[config.mk]
export PLATFORM = sky130hd
export DESIGN_NAME = sync_fifo_param
export DESIGN_NICKNAME = d
export VERILOG_FILES = /design/src/rtl/sync_fifo_param.sv
export SDC_FILE = /design/constraint.sdc
export NUM_CORES = 1
export LEC_CHECK = 0
export BUFFER_PORTS_ARGS = -buffer_cell sky130_fd_sc_hd__buf_2
export CAP_MARGIN = 40
export CORE_ASPECT_RATIO = 0.5
export CORE_MARGIN = 5
export CORE_UTILIZATION = 61
export DETAILED_ROUTE_END_ITERATION = 8
export GPL_TIMING_DRIVEN = 0
export MAX_ROUTING_LAYER = met4
export PLACE_DENSITY = 0.79
export SYNTH_ARGS = -nofsm -noshare
export SYNTH_HDL_FRONTEND = slang
export SYNTH_SLANG_ARGS = --single-unit
[constraint.sdc]
create_clock -name Clk -period 3.2 [get_ports Clk]
set_clock_uncertainty 0.05 [all_clocks]
set_input_delay 0.48 -clock Clk [delete_from_list [all_inputs] [get_ports Clk]]
set_output_delay 0.48 -clock Clk [all_outputs]
set_load 0.05 [all_outputs]
[src/rtl/sync_fifo_param.sv]
// Parametrised single-clock FIFO with registered read data, occupancy and threshold flags.
// Optional sticky Overflow/Underflow error flags are built when FIFO_ERR_FLAGS_EN is defined.
module sync_fifo_param #(
    parameter int DATA_WIDTH    = 8,
    parameter int ADDR_WIDTH    = 4,
    parameter int AFULL_THRESH  = (1 << ADDR_WIDTH) - 2,
    parameter int AEMPTY_THRESH = 2
) (
    input  logic                  Clk,
    input  logic                  Reset,
    input  logic                  Clear,
    input  logic                  Write,
    input  logic [DATA_WIDTH-1:0] Data_In,
    input  logic                  Read,
    output logic [DATA_WIDTH-1:0] Data_Out,
    output logic                  Data_Valid,
    output logic [3:0]            Fifo_Status,
    output logic [ADDR_WIDTH:0]   Level,
    output logic                  Overflow,
    output logic                  Underflow
);

    localparam int DEPTH = 1 << ADDR_WIDTH;
    localparam logic [ADDR_WIDTH:0] DEPTH_L  = (ADDR_WIDTH+1)'(DEPTH);
    localparam logic [ADDR_WIDTH:0] AFULL_L  = (ADDR_WIDTH+1)'(AFULL_THRESH);
    localparam logic [ADDR_WIDTH:0] AEMPTY_L = (ADDR_WIDTH+1)'(AEMPTY_THRESH);

    logic [DATA_WIDTH-1:0] mem [DEPTH];
    logic [ADDR_WIDTH:0]   wr_ptr;
    logic [ADDR_WIDTH:0]   rd_ptr;
    logic [ADDR_WIDTH:0]   wr_ptr_nxt;
    logic [ADDR_WIDTH:0]   rd_ptr_nxt;
    logic [ADDR_WIDTH:0]   level_nxt;
    logic [3:0]            status_q;
    logic                  empty;
    logic                  full;
    logic                  wr_acc;
    logic                  rd_acc;

    // Handshake: Write is taken when there is room (or a same-cycle read frees a slot), Read is
    // taken when non-empty; a rejected request is dropped, not held, and Data_Valid marks each taken read.
    assign empty  = status_q[0];
    assign full   = status_q[1];
    assign wr_acc = Write && (!full || Read);
    assign rd_acc = Read && !empty;

    always_comb begin
        wr_ptr_nxt = wr_ptr;
        rd_ptr_nxt = rd_ptr;
        if (Clear) begin
            wr_ptr_nxt = '0;
            rd_ptr_nxt = '0;
        end else begin
            if (wr_acc) wr_ptr_nxt = wr_ptr + 1'b1;
            if (rd_acc) rd_ptr_nxt = rd_ptr + 1'b1;
        end
        level_nxt = wr_ptr_nxt - rd_ptr_nxt;
    end

    always_ff @(posedge Clk) begin
        if (wr_acc && !Clear) begin
            mem[wr_ptr[ADDR_WIDTH-1:0]] <= Data_In;
        end
    end

    // Flags are registered from the post-edge level so they never see Read/Write combinationally.
    always_ff @(posedge Clk or posedge Reset) begin
        if (Reset) begin
            wr_ptr     <= '0;
            rd_ptr     <= '0;
            Data_Out   <= '0;
            Data_Valid <= 1'b0;
            status_q   <= 4'b1001;
        end else begin
            wr_ptr     <= wr_ptr_nxt;
            rd_ptr     <= rd_ptr_nxt;
            Data_Valid <= rd_acc && !Clear;
            if (rd_acc && !Clear) begin
                Data_Out <= mem[rd_ptr[ADDR_WIDTH-1:0]];
            end
            status_q <= {(level_nxt <= AEMPTY_L), (level_nxt >= AFULL_L),
                         (level_nxt == DEPTH_L), (level_nxt == '0)};
        end
    end

    assign Level       = wr_ptr - rd_ptr;
    assign Fifo_Status = status_q;

`ifdef FIFO_ERR_FLAGS_EN
    logic ovf_q;
    logic unf_q;

    always_ff @(posedge Clk or posedge Reset) begin
        if (Reset) begin
            ovf_q <= 1'b0;
            unf_q <= 1'b0;
        end else if (Clear) begin
            ovf_q <= 1'b0;
            unf_q <= 1'b0;
        end else begin
            if (Write && !wr_acc) ovf_q <= 1'b1;
            if (Read && !rd_acc)  unf_q <= 1'b1;
        end
    end

    assign Overflow  = ovf_q;
    assign Underflow = unf_q;
`else
    assign Overflow  = 1'b0;
    assign Underflow = 1'b0;
`endif

endmodule

* Yosys cells after proc, flatten, opt, wreduce, memory -nomap -nowiden
Memories as Yosys holds them, arrays and structs flattened. A register that Yosys moved wholly into a read port is not among the register bits. Cells that the tools add are included.
Storage, ports and cells: flip-flop bits (word level) 15, bits in writable memories 128, bits of input ports 13, output and inout bits 20, word-level logic and storage cells 27, memories 1
Cells by class: add/sub/neg operators 4, magnitude comparators 2, eq/ne operators 1, muxes and demuxes 6, reductions and logical operators 9
Memories:
- mem | depth 16, width 8, rd ports 1, clocked after memory_dff 1, write ports 1, line 28 | logic [DATA_WIDTH-1:0] mem [DEPTH];
Operator list (count):
- $mux 5 | 4
- $add 5x1->5 const B | 2
- $sub 5x5->5 | 2
- $eq 5x5->1 const B | 1
- $ge 5x4->1 const B | 1
- $le 5x2->1 const B | 1
- $logic_not 5->1 | 1
- $logic_and 1x1->1 | 4
- $logic_not 1->1 | 3
- $mux 1 | 2
- $logic_or 1x1->1 | 1

* Logic depth before layout (Yosys ltp)
word-level depth 7, depth in mapped cells 12, mapped depth without buffers 12

* Least setup slack after synthesis
OpenSTA, ideal clock, no wires.
kind reg-to-reg, start reg status_q[0], in the netlist Fifo_Status[0], end reg status_q[1], in the netlist Fifo_Status[1], setup time 0.080 ns, data arrival time 2.957 ns, required time 3.070 ns, slack 0.113 ns, stages on the path, launching flop included 11, path buffers 0, period minus slack after synthesis 3.087 ns, cell sequence dfstp_2 nand3b_1 or3_4 and2_2 or2_2 ha_1 a211o_1 o41ai_1 nor3_1 xnor2_1 nor3b_2
On the way: cells in the longest elaborated chain, start to end 6
Ends and longest elaborated chain:
- start, declared | line 34 | logic [3:0] status_q;
- start signal, assigned | line 81 | status_q <= {(level_nxt <= AEMPTY_L), (level_nxt >= AFULL_L),
- $logic_not 1->1 | line 45 | assign rd_acc = Read && !empty;
- $logic_and 1x1->1 | line 45
- $mux 5 | line 55 | if (rd_acc) rd_ptr_nxt = rd_ptr + 1'b1;
- $mux 5 | line 50 | if (Clear) begin
- $sub 5x5->5 | line 57 | level_nxt = wr_ptr_nxt - rd_ptr_nxt;
- $eq 5x5->1 | line 82 | (level_nxt == DEPTH_L), (level_nxt == '0)};
Every way passes these cells.

* Worst setup path in the final report
start reg rd_ptr[1], end reg status_q[1], in the netlist Fifo_Status[1]
On the way: cells in the longest elaborated chain, start to end 5
Ends and longest elaborated chain:
- start, declared | line 30 | logic [ADDR_WIDTH:0] rd_ptr;
- start signal, assigned | line 76 | rd_ptr <= rd_ptr_nxt;
- $add 5x1->5 | line 55
- $mux 5 (*) | line 55
- $mux 5 (*) | line 50
- $sub 5x5->5 (*) | line 57
- $eq 5x5->1 (*) | line 82
Every way passes the cells marked *; elsewhere a longest branch is shown, timed or not.

==> results by group <==
Yosys
  • Primary FF master, synth: edfxtp_1
  • Post-synthesis register bit count: 151
  • Fraction of registers with async set/reset: 15.23%
  • Post-synth top area cell: edfxtp_1
  • Top cell type's share of synthesized area: 59.81%
  • Register area share after synthesis: 68.81%
  • Area contributors post-synth: edfxtp_1 (60%), mux4_2 (14%), dfrtp_1 (8.2%)
  • Synthesized area: 6426 um^2
  • Synthesized area per cell: 18.31 um^2
  • Synth Warn #: 0
  • Distinct cells, synth: 46
  • Number of synthesized flops with an enable pin: 128
  • Syn Inst Count: 351

STA
  • Final slew viol count: 0
  • Max Clock Freq: 324.3 MHz
  • Setup_tns: 0 ps
  • Relative slew slack: 39.10%
  • Worst-Margin Slew: 910.1 ps
  • Setup WS post-layout: 116.7 ps
  • Final worst path period share: 96.35%
  • Min Clock Period, post-route: 3083 ps
  • Count of final hold-check violations: 0
  • Finish-stage setup viols: 0

Power and ir drop
  • Pwr Density: 764.5 nW/um^2
  • Total power: 5.795 mW
  • Leak pwr: 2.698 nW
  • Max IR drop VDD: 0.5616 mV

Routing
  • DRT antenna net count: 0
  • Residual DRC count: 0
  • WL/cell: 25.19 um
  • DRT Pass-1 Iters: 5
  • Final WL: 14.36 mm
  • DR iter-0 viols: 326
  • Via count: 3565
  • Vias per Instance: 6.254

Global routing
  • GR Overflow Total: 0
  • First-pass GRT wire length: 22.05 mm
  • Initial antenna violation count: 0
  • Vias in the first global route: 3733
  • Global route hottest layer: met2
  • Met1 GRT Util: 31.36%
  • GRT met3 Usage: 5.830%
  • Total Routing Usage GR: 25.13%
  • Met2 GRT Util: 41.73%
  • Largest net degree at the start of global routing: 17

Critical path
  • Critical path class: flop to flop
  • Crit path capture type: flop
  • Worst-path cell chain: buf_4, nand2_1, or3_4, and2_2, or2_2, ha_4, a211o_1, o41ai_2, nor3_1, xnor2_2, nor3b_2
  • Largest delay share family, worst path: simple AND/OR/NAND/NOR gates
  • Worst EP arrival: 3370 ps
  • Crit path buffers/inverters: 1
  • Worst-path fanout max: 7
  • CP required: 3490 ps
  • Crit path max-delay cell type: dfrtp_1
  • Critical Path Source Type: flop
  • Slowest cell delay on critical path: 370 ps

CTS
  • Clock sink count: 151
  • CTS tree: done
  • Clk Latency, worst-skew pair: 420 ps
  • H-tree Lvls: 4
  • Worst-path clk slew: 60 ps
  • CTS Buf Count: 17
  • Root Buffer: clkbuf_16
  • Clk buf depth: 2
  • # hold bufs at CTS: 0

Finish
  • Fin util: 73.97%
  • Layout area overhead: 17.95%
  • Filler cells: 585
  • # nets final: 445
  • Ant. Diodes: 0
  • Share of cells above drive strength 1: 35.81%

Hold path
  • Worst hold path class: input port to async pin

Floorplanning
  • I/O pin cnt: 33
  • Die width: 155.2 um
  • Core area: 10250 um^2
  • Initial Utilization: 62.71%
  • Std-Cell Rows: 26
  • Die Footprint: 12810 um^2
  • Die height: 82.58 um

Place
  • GP Congestion: 0.9094
  • Dpl ws: -386.9 ps
  • I/O Buffers: 29
  • Detailed placer's ending HPWL: 9.219 mm

Status
  • Status: complete, no violations

Flow run
  • Max Cap Violations: 0
-- logic make-up (layout without fill, tap and decap cells) --
group,Yosys count,count (layout),share of synthesized area (%)
flip-flops,151,151,68.81
XOR/XNOR,11,11,1.499
AND/OR/NAND/NOR,58,58,4.556
multiplexers,48,48,15.42
other,1,2,0.05836
adder cells (fa/ha/maj),15,15,3.154
AO/OA/AOI/OAI,33,33,3.797
buffers and inverters,34,112,2.706
-- registers in the layout, indices dropped and copies added, names as in the netlist --
signal and flops:
rd_ptr 5, mem 128, Data_Out 8, Fifo_Status 4, Data_Valid 1, wr_ptr 5
-- synthesized netlist by cell type, types with 2 or more instances --
library cell and instances:
clkbuf_1 6, nand2b_1 2, buf_4 6, a21o_1 5
inv_1 17, or2_2 4, a31oi_1 2, nand3_1 2
edfxtp_1 128, fa_1 2, nor2_1 19, nor3_1 6
ha_1 13, nor4_1 2, xnor2_1 11, nor2b_1 3
o21ai_0 4, o211ai_1 2, mux2_2 8, dfstp_2 2
nand2_1 12, a21oi_1 8, dfrtp_1 21, mux4_2 40
buf_6 3, a211o_1 3
-- through the flow --
| stage | std cells | area [um^2] | hold WS, ps |
|---|---|---|---|
| after floorplan | 352 | 6430 | 430.4 |
| after global placement | 521 | 6750 | 435.4 |
| after detailed placement | 529 | 6830 | 451.9 |
| after CTS | 562 | 7491 | 11.12 |
| after global routing | 570 | 7580 | 37.95 |
| final | 570 | 7580 | 11.88 |
-- final timing paths --
| kind | start | slack (ps) | end | cells after the start |
|---|---|---|---|---|
| max | rd_ptr[1] | 120 | Fifo_Status[1] | 11 |
| min | Reset | 10 | Fifo_Status[2] | 2 |
| min reg2reg | Data_Out[0] | 480 | Data_Out[0] | 1 |
| max reg2reg | rd_ptr[1] | 120 | Fifo_Status[1] | 11 |
| max in group asynchronous | Reset | 2650 | wr_ptr[2] | 3 |
| min in group Clk | Clear | 380 | wr_ptr[0] | 3 |
-- per-layer routing --
layer	vias up	wire length, um	part of all wire [%]
met5	-	0	0
met2	179	7204	50
met1	1835	5761	40
met4	0	388	2.7
met3	35	1004	7.0
li1	1516	-	-
-- cell usage in the layout (no fill, tap or decap), types with 2 or more instances in the layout --
cell       instances
buf_2             30
nand2_1           12
nor2b_1            3
buf_4             21
o211ai_1           2
a21o_1             5
dfstp_2            2
inv_8              3
ha_1              12
buf_6              4
nor3_1             6
edfxtp_1         128
o21ai_0            3
fa_1               2
dfrtp_1           21
nor4_1             2
nand2b_1           2
nor2_1            19
clkbuf_16         17
mux4_2            40
clkbuf_1           6
a211o_1            3
mux2_2             8
conb_1             2
nand3_1            2
a21oi_1            8
inv_6              4
xnor2_1           10
clkinv_4           2
bufinv_16          4
or2_2              4
inv_1             17
-- final cells by class --
| class | count | area [um^2] | share of cell area [%] |
|---|---|---|---|
| buffer | 16 | 113.9 | 1.502 |
| multi-input combinational | 167 | 1868 | 24.65 |
| tap | 140 | 175.2 | 2.311 |
| clock inverter | 14 | 211.5 | 2.790 |
| inverter | 18 | 67.56 | 0.8914 |
| sequential | 151 | 4422 | 58.34 |
| clock buffer | 18 | 429.2 | 5.662 |
| timing repair buffer | 46 | 292.8 | 3.863 |
-- worst register-to-register path, delay by kind of cell (launching register included) --
| kind | cells | cell delay, ps |
|---|---|---|
| flip-flops | 1 | 370 |
| AO/OA/AOI/OAI | 2 | 550 |
| AND/OR/NAND/NOR | 6 | 1290 |
| XOR/XNOR | 1 | 280 |
| buffers and inverters | 1 | 190 |
| adder cells (fa/ha/maj) | 1 | 270 |
-- report_power, final --
part | internal, mW | switching (mW) | leakage, nW
registers | 2.24 | 0.0621 | 1.44
logic | 0.499 | 0.824 | 0.937
clock network | 1.33 | 0.834 | 0.316
-- repair_timing --
action,in CTS,in global routing
pin swaps,1,1
setup buffers,1,6
gates resized for setup,3,6
hold endpoints to repair,0,0
endpoints found under the setup margin,5,4
No activity file was read; power rests on OpenSTA's default activity.
